===== config.mk =====
export PLATFORM = sky130hd
export DESIGN_NAME = t5_fetch
export DESIGN_NICKNAME = d
export VERILOG_FILES = /design/src/rtl/t5_fetch.sv
export SDC_FILE = /design/constraint.sdc
export NUM_CORES = 1
export LEC_CHECK = 0
export BUFFER_PORTS_ARGS = -buffer_cell sky130_fd_sc_hd__buf_2
export CAP_MARGIN = 20
export CORE_ASPECT_RATIO = 1.2
export CORE_MARGIN = 4
export CORE_UTILIZATION = 57
export DETAILED_ROUTE_END_ITERATION = 6
export HOLD_SLACK_MARGIN = 0.06
export PLACE_DENSITY_LB_ADDON = 0.05
export SLEW_MARGIN = 30
export SYNTH_ARGS = -nofsm -noshare
export SYNTH_HDL_FRONTEND = slang
export SYNTH_SLANG_ARGS = --single-unit

===== constraint.sdc =====
create_clock -name sclk -period 4.3 [get_ports sclk]
set_input_delay 0.215 -clock sclk [delete_from_list [all_inputs] [get_ports sclk]]
set_output_delay 0.215 -clock sclk [all_outputs]
set_load 0.05 [all_outputs]

===== src/rtl/t5_fetch.sv =====
// Barrel-threaded instruction fetch for 4 harts with branch redirect and kill.
// Ports: sclk/srst, hena, bra/bpc in; iack in; istb/iadr/fpc/sena out.
module t5_fetch #(
    parameter int          XLEN     = 32,
    parameter logic [31:0] RESET_PC = 32'h0000_0000
) (
    input  logic            sclk,
    input  logic            srst,
    input  logic [3:0]      hena,
    input  logic            bra,
    input  logic [XLEN-1:0] bpc,
    input  logic            iack,
    output logic            istb,
    output logic [XLEN-1:0] iadr,
    output logic [XLEN-1:0] fpc,
    output logic            sena
);

    typedef enum logic {IDLE, FETCH} state_t;

    localparam int PW = XLEN - 2;

    state_t          r_state, w_state_nxt;
    logic [PW-1:0]   r_pc [4];
    logic [PW-1:0]   w_pc_nxt [4];
    logic [PW-1:0]   r_adr, w_adr_nxt;
    logic [1:0]      r_hptr, w_hptr_nxt;
    logic            r_kill, w_kill_nxt;
    logic [1:0]      w_bh;
    logic            w_hit;
    logic            w_ack;
    logic [1:0]      w_pick;

    // First enabled hart scanning base, base+1, base+2, base+3 (mod 4).
    function automatic logic [1:0] pick(input logic [3:0] en,
                                        input logic [1:0] base);
        logic [1:0] k;
        pick = base;
        for (int i = 3; i >= 0; i--) begin
            k = base + 2'(i);
            if (en[k]) pick = k;
        end
    endfunction

    assign w_bh  = bpc[1:0];
    assign w_ack = (r_state == FETCH) && iack;
    // Redirect aimed at the hart whose word is in flight.
    assign w_hit = bra && (r_state == FETCH) && (w_bh == r_hptr);

    assign istb = (r_state == FETCH);
    assign iadr = istb ? {r_adr, 2'b00} : '0;
    assign fpc  = {iadr[XLEN-1:2], r_hptr};
    assign sena = w_ack && !r_kill && !w_hit;

    // A killed word must not advance its PC: the redirect already set it.
    always_comb begin
        for (int n = 0; n < 4; n++) begin
            w_pc_nxt[n] = r_pc[n];
            if (bra && (w_bh == 2'(n)))
                w_pc_nxt[n] = bpc[XLEN-1:2];
            else if (w_ack && !r_kill && (r_hptr == 2'(n)))
                w_pc_nxt[n] = r_pc[n] + 1'b1;
        end
    end

    assign w_pick = (r_state == IDLE) ? pick(hena, 2'd0)
                                      : pick(hena, r_hptr + 2'd1);

    always_comb begin
        w_state_nxt = r_state;
        w_hptr_nxt  = r_hptr;
        w_adr_nxt   = r_adr;
        w_kill_nxt  = r_kill;
        unique case (r_state)
            IDLE: begin
                w_kill_nxt = 1'b0;
                if (hena != 4'd0) begin
                    w_state_nxt = FETCH;
                    w_hptr_nxt  = w_pick;
                    w_adr_nxt   = w_pc_nxt[w_pick];
                end
            end
            FETCH: begin
                if (iack) begin
                    w_kill_nxt = 1'b0;
                    if (hena == 4'd0) begin
                        w_state_nxt = IDLE;
                    end else begin
                        w_hptr_nxt = w_pick;
                        w_adr_nxt  = w_pc_nxt[w_pick];
                    end
                end else if (w_hit) begin
                    w_kill_nxt = 1'b1;
                end
            end
            default: w_state_nxt = IDLE;
        endcase
    end

    always_ff @(posedge sclk or negedge srst) begin
        if (!srst) begin
            r_state <= IDLE;
            r_hptr  <= 2'd0;
            r_kill  <= 1'b0;
            r_adr   <= '0;
            for (int n = 0; n < 4; n++)
                r_pc[n] <= RESET_PC[XLEN-1:2];
        end else begin
            r_state <= w_state_nxt;
            r_hptr  <= w_hptr_nxt;
            r_kill  <= w_kill_nxt;
            r_adr   <= w_adr_nxt;
            for (int n = 0; n < 4; n++)
                r_pc[n] <= w_pc_nxt[n];
        end
    end

endmodule


==> results.json, run 1 <==
{
  "hold_viol": 0,
  "die_x_um": 126.0,
  "hold_path.class": "input port to flip-flop",
  "crit_path_max_fanout": 11,
  "max_freq_mhz": 286.5,
  "place_congestion": 0.9475,
  "antenna_left": 0,
  "cts_buffers": 17,
  "io_buffers": 103,
  "synth_edf_count": 0,
  "ys_warn_count": 0,
  "h-tree-depth": 4,
  "final.setup_skew_ns": 0.009622,
  "cp.required_ns": 4.61,
  "io_pins": 106,
  "layout-drive-gt1-share": 0.1645,
  "final_common_cell": "dfrtp_1",
  "start_kind": "flip-flop",
  "max_slew_margin": 0.3497,
  "cts_tree": "yes",
  "syn_inst": 1088,
  "worstMarginPinSlew_ns": 0.9725,
  "rows": 51,
  "p_leak_nw": 4.279,
  "crit_path_end_kind": "flip-flop",
  "vias_per_cell": 6.168,
  "clock-sinks": 154,
  "drt_iter0_drc": 723,
  "final_cell_mix": "154 x dfrtp_1, 119 x nand2_1, 112 x nor2_1",
  "dr.pass1.iters": 7,
  "critPathMaxStageDelay_ns": 0.53,
  "grt_max_degree": 88,
  "crit_slowest_cell": "a211oi_1",
  "ir_drop_v": 0.0007032,
  "setup_tns_ns": 0,
  "status": "finished clean",
  "yosys_register_bits": 154,
  "synth-async-reset-ratio": 1.000,
  "avgSynthCellArea_sq_um": 8.760,
  "hpwlAfterDp_um": 22980,
  "grt_pass1_wl_um": 45450,
  "antenna_found_initial": 0,
  "synth_cell_types": 68,
  "drv_slew": 0,
  "fin_crit_sh": 0.8118,
  "critical_path_class": "flip-flop to flip-flop",
  "initial_utilization": 0.5834,
  "power_density_nw_per_um2": 692.9,
  "nets": 1196,
  "fin_crit_ns": 3.491,
  "placed_area_sq_um": 10050,
  "syn_area_sq_um": 9530,
  "post-route-drc-count": 0,
  "first_global_vias": 8030,
  "fp.dieArea_sq_um": 18860,
  "maxCapViolations": 0,
  "post_cts_resized": 0,
  "stdcell_area_sq_um": 10630,
  "yosysSeqAreaShare": 0.4044,
  "clk_pin_slew_worst_paths_ns": 0.06,
  "vias": 8468,
  "die_h_um": 149.6,
  "post_cts_buffers": 0,
  "syn2layout_area_growth_pct": 11.58,
  "rsz0062_at_grt": "no",
  "fin_ws_ns": 0.8092,
  "root_buffer": "clkbuf_16",
  "ys.flop_type": "dfrtp_1",
  "core_area_sq_um": 16340,
  "grt.overflow.total": 0,
  "wl_um": 29950,
  "clock_latency_ns": 0.43,
  "clock_path_buffers": 2,
  "grt_use_total": 0.3185,
  "cp_cell_sequence": "inv_1, ha_1, a211oi_1, nor2b_1, a221o_1, nor2_1, a22o_1, or3b_1",
  "finalSetupViolCount": 0,
  "pre_cts_ws_ns": 0.8943,
  "wl_per_cell_um": 21.81,
  "arrival_ns": 3.80,
  "antenna_cells": 0
}
kinds of logic after synthesis:
| kind of cell | after synthesis | synth area share |
|---|---|---|
| AOI/OAI and AO/OA | 204 | 0.1354 |
| muxes | 37 | 0.04030 |
| and+or+nand+nor | 475 | 0.2560 |
| buffers and inverters | 101 | 0.05383 |
| xor gates and xnor gates | 108 | 0.09925 |
| adders and majority gates | 8 | 0.01050 |
| other | 1 | 0.0003935 |
| DFF | 154 | 0.4044 |
area by class of cell:
class / count / area, sq um
inverter: 14 / 52.55
multi-input combinational: 834 / 5199
fill: 1416 / 5702
timing repair buffer: 127 / 708.2
clock inverter: 13 / 112.6
clock buffer: 19 / 442.9
sequential: 154 / 3854
tap: 212 / 265.3
worst max-delay path: cells and delay by family, from the launching register on:
kind | cells | cell delay [ns]
buf+inv | 1 | 0.15
compound gates | 3 | 1.34
simple gates | 3 | 1.01
flops | 1 | 0.49
fa+ha+maj | 1 | 0.37
synthesized netlist by cell type, types with 16 or more instances:
master / count / area share
nand3_1: 52 / 0.027
nor3_1: 25 / 0.013
dfrtp_1: 154 / 0.40
buf_4: 34 / 0.027
nor4_1: 16 / 0.011
clkbuf_1: 45 / 0.018
a21oi_1: 80 / 0.042
and2_1: 47 / 0.031
nor2_1: 112 / 0.044
mux2i_1: 26 / 0.027
xnor2_1: 52 / 0.048
nand2_1: 119 / 0.047
o21ai_0: 43 / 0.023
nand4_1: 36 / 0.024
xor2_1: 56 / 0.051
power breakdown:
| group | internal, W | switching [W] |
|---|---|---|
| clock network | 0.000769 | 0.000660 |
| logic | 0.00115 | 0.00251 |
| registers | 0.00186 | 0.000422 |
| total | 0.00378 | 0.00359 |
metal layers:
layer	part of all wire	routed length [um]	vias up	GRT usage
li1	-	-	3963	-
met1	0.39	11610	4002	0.3841
met2	0.48	14490	392	0.5298
met3	0.053	1585	111	0.05105
met4	0.075	2259	0	0.2065
met5	0	0	-	0
path summary, 6_finish.rpt:
path | startpoint | to | slack [ns] | depth (start not counted)
min reg2reg | r_adr[1] | r_adr[1] | 0.49 | 2
min | bpc[11] | r_pc[69] | 0.12 | 2
max reg2reg | r_hptr[0] | r_adr[28] | 0.81 | 8
max in group asynchronous | srst | r_pc[89] | 2.87 | 3
min in group asynchronous | srst | r_pc[116] | 0.42 | 2
max | r_hptr[0] | r_adr[28] | 0.81 | 8
registers in the layout (all words and copies together) (netlist names):
signal  flops
r_adr      30
r_hptr      2
r_kill      1
istb        1
r_pc      120
repair_timing:
item,4_1_cts,5_1_grt
endpoints found under the hold margin,85,0
hold buffers,1,0
endpoints found under the setup margin,0,0
through the flow:
| step | power (W) | instances | util | hold WS (ns) |
|---|---|---|---|---|
| after detailed placement | 0.005877 | 1339 | 0.6151 | 0.3516 |
| final | 0.007368 | 1373 | 0.6510 | 0.1198 |
| after floorplan | 0.005033 | 1089 | - | -0.08059 |
| after global placement | 0.005841 | 1339 | 0.6150 | 0.3520 |
| after CTS | 0.007315 | 1372 | 0.6497 | 0.1063 |
| after global routing | 0.007707 | 1373 | 0.6510 | 0.1072 |
Note: power is estimated with default switching activity, not from simulation.
==> run 2, diff against run 1 <==
ABC_AREA = 1   (was default)
clock period = 3.48 ns   (was 4.3 ns; I/O delays follow)
==> run 2 against run 1 <==
Final area grew 18%. Sequential power grew 24%. Non-clock buffer count grew 8. Via count grew 37%. Die area grew 18%. Clock power grew 31%. Utilization shrank 0.98 points. Critical path depth grew 9. Flip-flop and latch count is the same. Setup slack lost 0.45 ns. Largest cell class unchanged. Largest power group unchanged.
==> results.json, run 2 <==
{
  "status": "finished clean",
  "grt_max_degree": 76,
  "io_pins": 106,
  "critPathMaxStageDelay_ns": 0.65,
  "nets": 1873,
  "synth_area_leader_cell": "dfrtp_1",
  "ys.flop_type": "dfrtp_1",
  "clock_path_buffers": 2,
  "clock_latency_ns": 0.44,
  "power_density_nw_per_um2": 894.7,
  "crit_family": "simple AND/OR/NAND/NOR gates",
  "final.setup_skew_ns": 0.01561,
  "clk_pin_slew_worst_paths_ns": 0.07,
  "arrival_ns": 3.45,
  "crit_path_end_kind": "flip-flop",
  "setup_tns_ns": 0,
  "critical_path_class": "flip-flop to flip-flop",
  "core_area_sq_um": 19620,
  "r2r_cells": 17,
  "ys_warn_count": 0,
  "cp.required_ns": 3.81,
  "worstMarginPinSlew_ns": 0.8360,
  "p_leak_nw": 6.884,
  "fin_crit_sh": 0.8981,
  "path_common_cell": "nand2_1",
  "max_slew_margin": 0.4392,
  "layout-drive-gt1-share": 0.1186,
  "finalSetupViolCount": 0,
  "postCtsHoldBufs": 7,
  "clock-sinks": 154,
  "yosysSeqAreaShare": 0.3385,
  "wl_um": 38510,
  "grt.overflow.total": 0,
  "ir_drop_v": 0.0008724,
  "r2r_slack_ns": 0.35,
  "multi_input_comb_area_sq_um": 5968,
  "instances_no_fill": 2099,
  "grt_pass1_wl_um": 60200,
  "maxCapViolations": 0,
  "h-tree-depth": 4,
  "cts_tree": "yes",
  "root_buffer": "clkbuf_16",
  "synth.most_common_cell": "nand2_1",
  "dpl.cell_count": 2060,
  "r2r-end": "r_adr[22]",
  "fillCellCount": 1929,
  "cts_buffers": 17,
  "max_freq_mhz": 320.0,
  "io_buffers": 103,
  "cp_cell_sequence": "inv_6, ha_1, inv_2, nand2_1, nand2_1, nand3_1, o21ai_1, nand2_1, nand2_1, nand2_1, nand3_4, buf_4, nand4_1, nand3_1, nand2_1, nand2_1, nand2_1",
  "top_register": "r_pc",
  "yosys_register_bits": 154,
  "crit_path_max_fanout": 45,
  "synth_common_cells": "593 x nand2_1, 276 x inv_1, 178 x nand3_1",
  "hold_path.class": "input port to flip-flop",
  "drv_slew": 0,
  "fp.dieArea_sq_um": 22310,
  "first_global_vias": 10980,
  "synth_edf_count": 0,
  "p_total_w": 0.01126,
  "die_h_um": 162.8,
  "post-route-drc-count": 0,
  "crit_slowest_cell": "dfrtp_1",
  "yosys-top-cells-area": "dfrtp_1 34%, nand2_1 20%, inv_1 9.1%",
  "final_common_cell": "nand2_1",
  "fin_crit_ns": 3.125,
  "syn_inst": 1759,
  "antenna_left": 0,
  "post_cts_resized": 0,
  "synth_top_area_share": 0.3385,
  "final_cell_mix": "593 x nand2_1, 274 x inv_1, 177 x nand3_1",
  "dr.pass1.iters": 7,
  "hold_viol": 0,
  "syn_area_sq_um": 11380,
  "initial_utilization": 0.5803,
  "start_kind": "flip-flop",
  "hold_depth": 3,
  "rows": 56,
  "post_cts_buffers": 0,
  "synth-async-reset-ratio": 1.000,
  "synth_cell_types": 47,
  "largest_reg_flops": 120,
  "antenna_found_initial": 0,
  "avgSynthCellArea_sq_um": 6.472,
  "top_regs": "r_pc x120, r_adr x30, r_hptr x2",
  "place_congestion": 1.017,
  "wl_per_cell_um": 18.35,
  "timing.rr.start": "r_hptr[0]",
  "worstSetupStartpoint": "r_hptr[0]",
  "endpoint": "r_adr[22]",
  "hpwlAfterDp_um": 29710,
  "fin_ws_ns": 0.3547,
  "cp_num_cells": 17,
  "vias": 11610,
  "pre_cts_ws_ns": 0.4107,
  "die_x_um": 137.0,
  "vias_per_cell": 5.531,
  "antenna_cells": 0,
  "rsz0062_at_grt": "no",
  "regArea_sq_um": 3854,
  "drt_iter0_drc": 1146,
  "syn2layout_area_growth_pct": 10.50,
  "grt_use_total": 0.3522,
  "cp.buffers_inverters": 3
}
## run 2: cell types whose count changed after synthesis, moves of 19 or more
cell     before  now
nand2_1     119  593
inv_1        14  276
nand3_1      52  178
a21oi_1      80   33
and2_1       47    6
xnor2_1      52   21
mux2i_1      26    0
xor2_1       56   32
o21ai_1       2   25
nand4_1      36   55
## run 2: worst register-to-register path: stages (launching register included)
cell and delay (ns):
dfrtp_1 0.65, inv_6 0.10, ha_1 0.40, inv_2 0.13
nand2_1 0.06, nand2_1 0.09, nand3_1 0.07, o21ai_1 0.11
nand2_1 0.10, nand2_1 0.06, nand2_1 0.08, nand3_4 0.10
buf_4 0.48, nand4_1 0.29, nand3_1 0.15, nand2_1 0.06
nand2_1 0.05, nand2_1 0.05
## run 2: how the worst min path moves through the flow
stage | startpoint | end | slack (ns)
floorplan | srst | istb | -0.12
detailed placement | srst | r_pc[21] | 0.25
global route | bpc[15] | r_pc[13] | 0.07
global placement | srst | r_pc[20] | 0.24
finish | bpc[15] | r_pc[13] | 0.08
CTS | bpc[9] | r_pc[67] | 0.06
## run 2: through the flow
stage / area [sq um] / util / hold slack, ns
floorplan: 11390 / - / -0.1216
global placement: 11930 / 0.6082 / 0.2402
detailed placement: 11930 / 0.6082 / 0.2486
CTS: 12580 / 0.6412 / 0.06201
global route: 12580 / 0.6412 / 0.07251
finish: 12580 / 0.6412 / 0.08037
## run 2: area by class of cell
type                       instances  share of cell area
timing repair buffer             135             0.06197
multi-input combinational       1232              0.4744
inverter                         285             0.08544
clock inverter                    13             0.01064
tap                              261             0.02596
sequential                       154              0.3063
clock buffer                      19             0.03521
## run 2: cells by family (layout without fill, tap and decap cells)
logic type      Yosys count  after routing  share of synthesized area
buf+inv                 374            452                     0.1401
simple gates           1043           1043                     0.4081
fa+ha+maj                 8              8                   0.008793
compound gates          126            126                    0.06341
xor+xnor                 53             53                    0.04077
flops                   154            154                     0.3385
other cells               1              2                  0.0003294
## run 2: metal layers
metal | GRT usage | share of wire | up-vias
li1 | - | - | 5595
met1 | 0.4568 | 0.39 | 5315
met2 | 0.5593 | 0.46 | 582
met3 | 0.05779 | 0.086 | 117
met4 | 0.1924 | 0.061 | 0
met5 | 0 | 0 | -
## run 2: power breakdown
group	total [W]	switching, W	leakage, nW	internal, W
Clock	0.00187	0.000845	0.278	0.00102
Sequential	0.00283	0.000518	1.79	0.00231
Combinational	0.00656	0.00477	4.82	0.00179
Total	0.0113	0.00613	6.88	0.00512
==> run 3, diff against run 2 <==
CORE_UTILIZATION = 61   (was 57)
SLEW_MARGIN = default   (was 30)
==> run 3 against run 2 <==
Hold slack worse by 0.0062 ns. Clock skew down 0.0047 ns. Combinational power up 2%. Largest cell class unchanged.
==> results.json, run 3 (same netlist as run 2, synthesis figures left out) <==
{
  "clock_path_buffers": 2,
  "clock-sinks": 154,
  "busiest_layer": "met2",
  "grt_pass1_wl_um": 60810,
  "top_register": "r_pc",
  "initial_utilization": 0.6241,
  "dr.pass1.iters": 6,
  "hold_slack_ns": 0.07412,
  "core_area_sq_um": 18240,
  "setup_tns_ns": 0,
  "fin_crit_sh": 0.9522,
  "p_leak_nw": 6.860,
  "top_regs": "r_pc x120, r_adr x30, r_hptr x2",
  "fillCellCount": 1665,
  "drv_slew": 0,
  "grt_max_degree": 92,
  "antenna_left": 0,
  "post_cts_resized": 0,
  "final_cell_mix": "593 x nand2_1, 276 x inv_1, 177 x nand3_1",
  "hold_path.class": "input port to flip-flop",
  "critical_path_class": "flip-flop to flip-flop",
  "grt.overflow.total": 0,
  "clk_pin_slew_worst_paths_ns": 0.07,
  "hpwlAfterDp_um": 28910,
  "largest_reg_flops": 120,
  "hold_viol": 0,
  "die_h_um": 157.7,
  "nets": 1865,
  "final_common_cell": "nand2_1",
  "h-tree-depth": 4,
  "power_density_nw_per_um2": 916.8,
  "hp-start": "bpc[20]",
  "status": "finished clean",
  "wl_um": 38330,
  "fp.dieArea_sq_um": 20920,
  "first_global_vias": 11280,
  "layout-drive-gt1-share": 0.1158,
  "crit_path_max_fanout": 26,
  "max_slew_margin": 0.3166,
  "regArea_sq_um": 3854,
  "max_freq_mhz": 301.8,
  "drt_iter0_drc": 1383,
  "post_cts_buffers": 0,
  "die_x_um": 132.7,
  "r2r-end": "r_adr[21]",
  "arrival_ns": 3.68,
  "grt_use_total": 0.3717,
  "place_congestion": 1.015,
  "grt_use_met3": 0.06039,
  "multi_input_comb_area_sq_um": 5968,
  "vias": 11920,
  "rsz0062_at_grt": "no",
  "root_buffer": "clkbuf_16",
  "wl_per_cell_um": 18.66,
  "postCtsHoldBufs": 5,
  "syn2layout_area_growth_pct": 9.825,
  "fin_crit_ns": 3.314,
  "timing.rr.start": "r_hptr[0]",
  "hold_depth": 3,
  "r2r_slack_ns": 0.17,
  "r2r_cells": 15,
  "use_met1": 0.4686,
  "rows": 54,
  "antenna_found_initial": 0,
  "finalSetupViolCount": 0,
  "io_pins": 106,
  "post-route-drc-count": 0,
  "vias_per_cell": 5.802,
  "cp.required_ns": 3.85,
  "ir_drop_v": 0.001057,
  "antenna_cells": 0,
  "dpl.cell_count": 2017,
  "cts_buffers": 17,
  "start_kind": "flip-flop",
  "maxCapViolations": 0,
  "cts_tree": "yes",
  "instances_no_fill": 2054,
  "hold_path_end": "r_pc[18]",
  "final.setup_skew_ns": 0.01093,
  "crit_path_end_kind": "flip-flop",
  "io_buffers": 103,
  "p_total_w": 0.01146,
  "worstMarginPinSlew_ns": 1.024,
  "clock_latency_ns": 0.44,
  "final_core_util": 0.6854,
  "grtUsageMet2": 0.6093
}
==> run 3: layout make-up <==
type,instances,share of cell area
multi-input cells,1232,0.4773
inverters,285,0.08596
clock buffers,18,0.03512
clock inverters,14,0.01281
flip-flops and latches,154,0.3082
well taps,224,0.02242
repair buffers,127,0.05814
==> run 3: how the worst max path moves through the flow <==
stage	from	to	slack, ns	depth (start not counted)
after floorplan	r_hptr[0]	r_adr[2]	0.83	16
after global placement	r_hptr[0]	r_adr[21]	0.22	16
after detailed placement	r_hptr[0]	r_adr[21]	0.26	16
after CTS	r_hptr[0]	r_adr[21]	0.29	16
after global routing	r_hptr[0]	r_adr[21]	0.03	15
final	r_hptr[0]	r_adr[21]	0.17	15
==> run 3: per-layer routing <==
layer	routed length, um	vias up
met3	3173	145
met2	17630	677
met4	2570	0
met1	14960	5522
met5	0	-
li1	-	5574
==> run 3: through the flow <==
step | worst slack [ns] | instance area, sq um
3_3_place_gp | 0.2240 | 11850
6_report | 0.1662 | 12500
4_1_cts | 0.2915 | 12500
5_1_grt | 0.03077 | 12500
3_5_place_dp | 0.2578 | 11850
2_1_floorplan | 0.8261 | 11390
==> run 3: power breakdown <==
group	total (W)	switching (W)	internal, W
logic	0.00670	0.00489	0.00180
registers	0.00284	0.000526	0.00231
clock network	0.00193	0.000839	0.00109
==> run 3: worst max-delay path, stage by stage (launching register included) <==
cell	delay, ns
dfrtp_1	0.64
inv_6	0.10
ha_1	0.45
inv_2	0.11
nand2_1	0.08
nand2_1	0.08
nand3_1	0.07
o21ai_1	0.09
nand3_1	0.10
nand2_1	0.07
nand2_1	0.13
a21oi_4	0.09
buf_4	0.28
nor2_1	0.53
nand3_1	0.27
nand3_1	0.14
